`config.mk`:
```
export PLATFORM = sky130hd
export DESIGN_NAME = ysyx_23060061_lsu
export DESIGN_NICKNAME = d
export VERILOG_FILES = /design/src/rtl/ysyx_23060061_lsu.sv
export SDC_FILE = /design/constraint.sdc
export NUM_CORES = 1
export LEC_CHECK = 0
export CORE_MARGIN = 3
export CORE_UTILIZATION = 40
export CTS_CLUSTER_SIZE = 16
export DETAILED_ROUTE_END_ITERATION = 7
export GPL_TIMING_DRIVEN = 0
export PLACE_DENSITY = 0.72
export SYNTH_ARGS = -nofsm -noshare
export SYNTH_HDL_FRONTEND = slang
export SYNTH_SLANG_ARGS = --single-unit
```
`constraint.sdc`:
```
create_clock -name clk -period 2.43 [get_ports clk]
set_input_delay 0.486 -clock clk [delete_from_list [all_inputs] [get_ports clk]]
set_output_delay 0.486 -clock clk [all_outputs]
set_load 0.005 [all_outputs]
```
`src/rtl/ysyx_23060061_lsu.sv`:
```
// ysyx_23060061_lsu -- load/store unit between execute and writeback.
//
// Accepts one memory operation at a time from upstream. It forms a word-lane
// request to data memory and waits for a single-cycle response. It then
// presents the extended load data, or zero for stores and no-ops, to writeback.
//
// Ports
//   clk, rst_n              clock, asynchronous active-low reset
//   in_valid / in_ready     upstream handshake (in_ready high only in IDLE)
//   MemRW, wmask, memExt    operation type, byte mask, load extension mode
//   addr, wdata             byte address and right-aligned store data
//   out_valid / out_ready   writeback handshake
//   rdata, err              result and error flag, qualified by out_valid
//   mem_req_*               request channel to data memory (registered)
//   mem_resp_valid/_data    single-cycle read data / write acknowledge
//
// Parameter
//   TIMEOUT                 WAIT cycles without a response before aborting (1..255)
module ysyx_23060061_lsu #(
  parameter logic [7:0] TIMEOUT = 8'd255
) (
  input  logic        clk,
  input  logic        rst_n,
  input  logic        in_valid,
  output logic        in_ready,
  input  logic [1:0]  MemRW,
  input  logic [3:0]  wmask,
  input  logic [2:0]  memExt,
  input  logic [31:0] addr,
  input  logic [31:0] wdata,
  output logic        out_valid,
  input  logic        out_ready,
  output logic [31:0] rdata,
  output logic        err,
  output logic        mem_req_valid,
  input  logic        mem_req_ready,
  output logic        mem_req_wen,
  output logic [31:0] mem_req_addr,
  output logic [31:0] mem_req_wdata,
  output logic [3:0]  mem_req_wstrb,
  input  logic        mem_resp_valid,
  input  logic [31:0] mem_resp_data
);

  typedef enum logic [1:0] {IDLE, REQ, WAIT, DONE} stateT;

  stateT       state, nextState;
  logic [7:0]  timeoutCnt;
  logic [2:0]  memExtReg;
  logic [1:0]  byteOff;
  logic        isReadReg;

  logic        misalignedIn;
  logic        timeoutHit;

  // Access-size rules: a half or word access must sit on its natural
  // boundary. A store whose shifted mask spills past byte lane 3 would
  // straddle two words, so it is rejected as well.
  function automatic logic misaligned(input logic [1:0] rw, input logic [3:0] mask,
                                      input logic [2:0] ext, input logic [1:0] off);
    logic       isHalf;
    logic       isWord;
    logic       overflow;
    logic [6:0] wideMask;
    isHalf   = (mask == 4'b0011) || (ext == 3'b010) || (ext == 3'b100);
    // Extension codes above 100 behave like a plain word load.
    isWord   = (mask == 4'b1111) ||
               ((rw == 2'b10) && ((ext == 3'b000) || (ext > 3'b100)));
    wideMask = {3'b000, mask} << off;
    overflow = (rw == 2'b01) && (wideMask[6:4] != 3'b000);
    misaligned = (isHalf && off[0]) || (isWord && (off != 2'b00)) || overflow;
  endfunction

  // Bring the addressed bytes down to bit 0, then sign- or zero-extend.
  function automatic logic [31:0] extendLoad(input logic [31:0] word,
                                             input logic [1:0] off,
                                             input logic [2:0] ext);
    logic [31:0]        shifted;
    logic signed [7:0]  sByte;
    logic signed [15:0] sHalf;
    shifted = word >> {off, 3'b000};
    sByte   = shifted[7:0];
    sHalf   = shifted[15:0];
    case (ext)
      3'b001:  extendLoad = 32'(sByte);
      3'b010:  extendLoad = 32'(sHalf);
      3'b011:  extendLoad = {24'b0, shifted[7:0]};
      3'b100:  extendLoad = {16'b0, shifted[15:0]};
      default: extendLoad = shifted;
    endcase
  endfunction

  assign misalignedIn = misaligned(MemRW, wmask, memExt, addr[1:0]);
  assign timeoutHit   = (timeoutCnt == TIMEOUT - 8'd1);

  assign in_ready      = (state == IDLE);
  assign out_valid     = (state == DONE);
  assign mem_req_valid = (state == REQ);

  always_ff @(posedge clk or negedge rst_n) begin
    if (!rst_n) state <= IDLE;
    else        state <= nextState;
  end

  always_comb begin
    nextState = state;
    case (state)
      IDLE: begin
        if (in_valid) begin
          if (MemRW == 2'b00 || MemRW == 2'b11 || misalignedIn) nextState = DONE;
          else                                                   nextState = REQ;
        end
      end
      REQ:  if (mem_req_ready) nextState = WAIT;
      // A response in the final counted cycle takes priority over the timeout.
      WAIT: if (mem_resp_valid || timeoutHit) nextState = DONE;
      DONE: if (out_ready) nextState = IDLE;
      default: nextState = IDLE;
    endcase
  end

  // Accept stage: latch the operation and pre-align the request fields
  always_ff @(posedge clk or negedge rst_n) begin
    if (!rst_n) begin
      timeoutCnt    <= 8'd0;
      memExtReg     <= 3'd0;
      byteOff       <= 2'd0;
      isReadReg     <= 1'b0;
      mem_req_wen   <= 1'b0;
      mem_req_addr  <= 32'd0;
      mem_req_wdata <= 32'd0;
      mem_req_wstrb <= 4'd0;
      rdata         <= 32'd0;
      err           <= 1'b0;
    end else begin
      case (state)
        IDLE: begin
          if (in_valid) begin
            memExtReg     <= memExt;
            byteOff       <= addr[1:0];
            isReadReg     <= (MemRW == 2'b10);
            mem_req_wen   <= (MemRW == 2'b01);
            mem_req_addr  <= {addr[31:2], 2'b00};
            mem_req_wdata <= wdata << {addr[1:0], 3'b000};
            mem_req_wstrb <= (MemRW == 2'b01) ? (wmask << addr[1:0]) : 4'b0000;
            rdata         <= 32'd0;
            err           <= (MemRW == 2'b11) || ((MemRW != 2'b00) && misalignedIn);
          end
        end
        // Request stage: fields stay put until memory accepts
        REQ: begin
          if (mem_req_ready) timeoutCnt <= 8'd0;
        end
        // Response stage: count cycles, capture and extend the load data
        WAIT: begin
          timeoutCnt <= timeoutCnt + 8'd1;
          if (mem_resp_valid) begin
            rdata <= isReadReg ? extendLoad(mem_resp_data, byteOff, memExtReg) : 32'd0;
            err   <= 1'b0;
          end else if (timeoutHit) begin
            rdata <= 32'd0;
            err   <= 1'b1;
          end
        end
        default: ;
      endcase
    end
  end

endmodule

```
* After elaboration in Yosys (flattened, before gate mapping)
Index checks and enable logic that the tools add are counted.
** Word-level totals
- Logic and storage cells :: 83
- Input port bits :: 111
- Flip-flop bits (word level) :: 116
** Cells by class
- Equal/unequal tests :: 20
- Reduce and logical (&&, ||, !) cells :: 27
- Shift operators :: 4
- Multiplexer cells :: 19
- $lt $le $gt $ge :: 1
- $add $sub $neg :: 1
** Operators by type and width (count)
- $mux 32 :: 4
- $pmux 32 s4 :: 1
- $pmux 32 s2 :: 1
- $shl 32x5->32 :: 1
- $shr 32x5->32 :: 1
- $pmux 8 s2 :: 1
- $logic_or 1x1->1 :: 10
- $mux 2 :: 5
- $eq 3x2->1 const B :: 3
- $add 8x1->8 const B :: 1
- $eq 2x2->1 const B :: 4
- $eq 8x8->1 const B :: 1
- $mux 8 :: 1
- $pmux 2 s4 :: 1
- $reduce_bool 2->1 :: 4
- $shl 4x2->7 :: 1
- $eq 3x3->1 const B :: 2
- $logic_and 1x1->1 :: 5
- $eq 2x1->1 const B :: 2
- $eq 4x2->1 const B :: 1
- $eq 4x4->1 const B :: 1
- $logic_not 2->1 :: 2
- $mux 4 :: 1
- $ne 2x1->1 const B :: 2
- other kinds (12) :: 16

* Longest topological paths before layout
- Depth in word-level cells :: 11
- Depth in mapped cells :: 8

* Worst setup path before layout
Ideal clock, no wire load.
- Path kind :: flip-flop to flip-flop
- Start :: register state[0]
- End :: register mem_req_addr[19]
- Setup time :: 125 ps
- Clock period less this slack :: 1793 ps
- Cell stages (with the launch flop) :: 8
- Data required time :: 2305 ps
- Arrival time :: 1669 ps
- Slack :: 637 ps
- Path through :: dfrtp_1 inv_1 ha_1 buf_2 nand2_1 buf_2 buf_2 mux2_2
** On the way
- Longest elaborated chain between the ends :: 2
** Ends and longest elaborated chain
- from (decl) :: line 47 : stateT state, nextState;
- from (signal assigned) :: line 102 : else state <= nextState;
- $logic_not 2->1
- via in_ready :: line 25 : output logic in_ready,
- $reduce_and 2->1 (no source line)
- to (signal assigned) :: line 143 : mem_req_addr <= {addr[31:2], 2'b00};
- to (decl) :: line 38 : output logic [31:0] mem_req_addr,
The timed path passes the listed nets, and every way through them passes these cells.
A chain may end at the register's enable or synchronous reset.

* Worst setup path after layout
- Start :: register state[1]
- End :: output mem_req_valid
** On the way
- Longest elaborated chain between the ends :: 1
** Ends and longest elaborated chain
- $eq 2x1->1 :: line 98 : assign mem_req_valid = (state == REQ);
- to (decl) :: line 35 : output logic mem_req_valid,
Every way passes these cells.

==> flow_summary.json <==
{
  "outcome": "finished clean",
  "drt-total-wl_um": 17900,
  "drive_above_1_share": 0.151,
  "cts_setup_buffers": 0,
  "synth_seq_cells": 116,
  "period_needed_ns": 2.23,
  "area_growth_pct": 51.5,
  "drtIter0Drc": 196,
  "critical_path.max_stage_delay_ns": 0.55,
  "path_cells": "inv_1, ha_1, clkdlybuf4s50_1",
  "grt_antenna_before_repair": 0,
  "cts_buffers": 17,
  "skew_ns": 0.00868,
  "cts_buffer_depth": 2,
  "seq_area_frac_synth": 0.500,
  "end_kind": "output port",
  "synth_cell_types": 47,
  "drc_errors": 0,
  "portBuffers": 212,
  "crit_path_top_delay_cell": "clkdlybuf4s50_1",
  "dr.pass1.iters": 4,
  "cp_top_family": "buffers and inverters",
  "syn_area_per_cell_um2": 11.1,
  "worst_slew_pin_slew_ns": 0.658,
  "core_area_um2": 14000,
  "place_congestion": 0.911,
  "fin_crit_sh": 0.917,
  "numClockSinks": 116,
  "antenna_cells": 0,
  "cts_tree": "yes",
  "required_ns": 1.94,
  "insertion_delay_ns": 0.41,
  "multiInputGateArea_um2": 2700,
  "slew_headroom": 0.558,
  "maxCapViolations": 0,
  "power.density_nw_per_um2": 1170,
  "vias": 5041,
  "path_clk_slew_ns": 0.05,
  "crit_type": "reg2out",
  "grt_usage": 0.228,
  "worstPathMaxFanout": 5,
  "async_flop_share": 1.00,
  "grt_pass1_vias": 5306,
  "postRouteAntennaNets": 0,
  "core.rowCount": 43,
  "gr-total-overflow": 0,
  "setup_tns_ns": 0,
  "cts_max_level": 4,
  "ys.flop_type": "dfrtp_1",
  "register_area_um2": 2900,
  "startpoint_type": "flip-flop",
  "min_path_type": "reg2reg",
  "path_buf_inv": 2,
  "peakVddDrop_mv": 0.584,
  "p_total_mw": 10.3,
  "grt_max_degree": 84,
  "timing.fmax_ghz": 0.449,
  "synth_area_um2": 5800,
  "dieArea_um2": 16000,
  "rsz0062_at_grt": "no",
  "routed_via_density": 5.32,
  "maxSlewViolCount": 0,
  "die_h_um": 126,
  "setup_viol": 0,
  "hold_viol_final": 0,
  "arrival_ns": 1.74,
  "fillerInstances": 1124,
  "cts_root_buf": "clkbuf_16",
  "initial_utilization": 0.413,
  "ys.warnings.count": 0,
  "nNetsFinal": 877,
  "synth_cells": 521,
  "grt_pass1_wl_um": 28900,
  "pin_count": 216,
  "synth_edf_count": 0,
  "dp_hpwl_um": 13700,
  "die_w_um": 126,
  "wl_per_cell_um": 18.9,
  "p_leak_nw": 3.73
}
[placed cells by master (no fill, tap or decap), types with 11 or more instances in the layout]
master / synthesis / routed
clkbuf_16: 0 / 17
clkdlybuf4s50_1: 0 / 211
clkbuf_1: 11 / 13
ha_1: 11 / 11
nor2_1: 22 / 22
buf_2: 17 / 17
mux2i_1: 36 / 36
dfrtp_1: 116 / 116
a22o_1: 17 / 17
o21ai_0: 40 / 40
o2bb2ai_1: 31 / 31
mux2_2: 53 / 53
nand2_1: 42 / 42
a21oi_1: 38 / 38
[registers in the layout, summed over array words and instances, names as in the netlist]
signal         cells
state              2
rdata             32
memExtReg          3
mem_req_wdata     32
byteOff            2
err                1
mem_req_addr      30
mem_req_wstrb      4
mem_req_wen        1
timeoutCnt         8
isReadReg          1
[metal layers]
metal / track usage / routed length (µm)
met5: 0 / 0
met4: 0.0688 / 212
met3: 0.0880 / 1630
met2: 0.378 / 8840
met1: 0.275 / 7200
[final timing paths]
check | startpoint | end | slack (ns) | cells after the start
min | rdata[15] | rdata[15] | 0.49 | 1
min reg2reg | rdata[15] | rdata[15] | 0.49 | 1
max in group asynchronous | rst_n | rdata[9] | 1.20 | 3
max | state[1] | mem_req_valid | 0.20 | 3
max reg2reg | state[0] | mem_req_addr[20] | 0.23 | 7
min in group asynchronous | rst_n | mem_req_addr[19] | 0.53 | 2
[metrics by stage]
stage / utilization / instance area (µm²) / cells / hold WS (ns) / setup slack (ns)
CTS: 0.626 / 8780 / 948 / 0.492 / 0.144
detailed placement: 0.583 / 8180 / 915 / 0.401 / -0.0628
global route: 0.626 / 8790 / 948 / 0.507 / 0.0540
floorplan: - / 5810 / 522 / 0.190 / 0.637
global placement: 0.581 / 8150 / 914 / 0.465 / -3.53
finish: 0.626 / 8790 / 948 / 0.487 / 0.201
[power by group]
part	internal (mW)	switching, mW
sequential	2.73	0.504
combinational	2.55	2.00
clock	1.61	0.897
[repair_timing]
action	CTS	global route
resized for setup	0	1
endpoints found under the hold margin	33	0
hold buffers	1	0
setup endpoints to repair	0	2
[cell usage after synthesis, types with 2 or more instances]
cell       instances  area (µm²)
a21oi_1           38         190
buf_2             17        85.1
a22oi_1            2        15.0
nand2_1           42         158
nor2b_1           10        62.6
nand2b_1           5        31.3
o41ai_1            2        17.5
nor3_1             2        10.0
mux2i_1           36         360
xnor2_1            5        43.8
a22o_1            17         149
nand4_1            5        31.3
clkbuf_1          11        41.3
buf_1              4        15.0
dfrtp_1          116        2900
nand3_1            4        20.0
or3b_2             2        17.5
buf_4              3        22.5
o2bb2ai_1         31         272
and3_1             3        18.8
inv_1             10        37.5
xor2_1             2        17.5
o21ai_0           40         200
nor2_1            22        82.6
ha_1              11         138
a211oi_1           8        60.1
mux2_2            53         597
[cell type report]
| type | instances | area share |
|---|---|---|
| clock inverter | 13 | 0.0181 |
| tap | 180 | 0.0256 |
| inverter | 10 | 0.00427 |
| buffer | 36 | 0.0199 |
| timing repair buffer | 214 | 0.246 |
| sequential | 116 | 0.330 |
| clock buffer | 19 | 0.0493 |
| multi-input combinational | 360 | 0.307 |
[logic make-up after synthesis]
family | count (synthesis) | share of synthesized area
AO/OA/AOI/OAI | 149 | 0.176
flip-flops | 116 | 0.500
AND/OR/NAND/NOR | 101 | 0.0837
multiplexers | 90 | 0.169
buffers and inverters | 46 | 0.0367
adder cells (fa/ha/maj) | 11 | 0.0237
XOR/XNOR | 7 | 0.0106
other | 1 | 0.000646
Note: power is estimated with default switching activity, not from simulation.
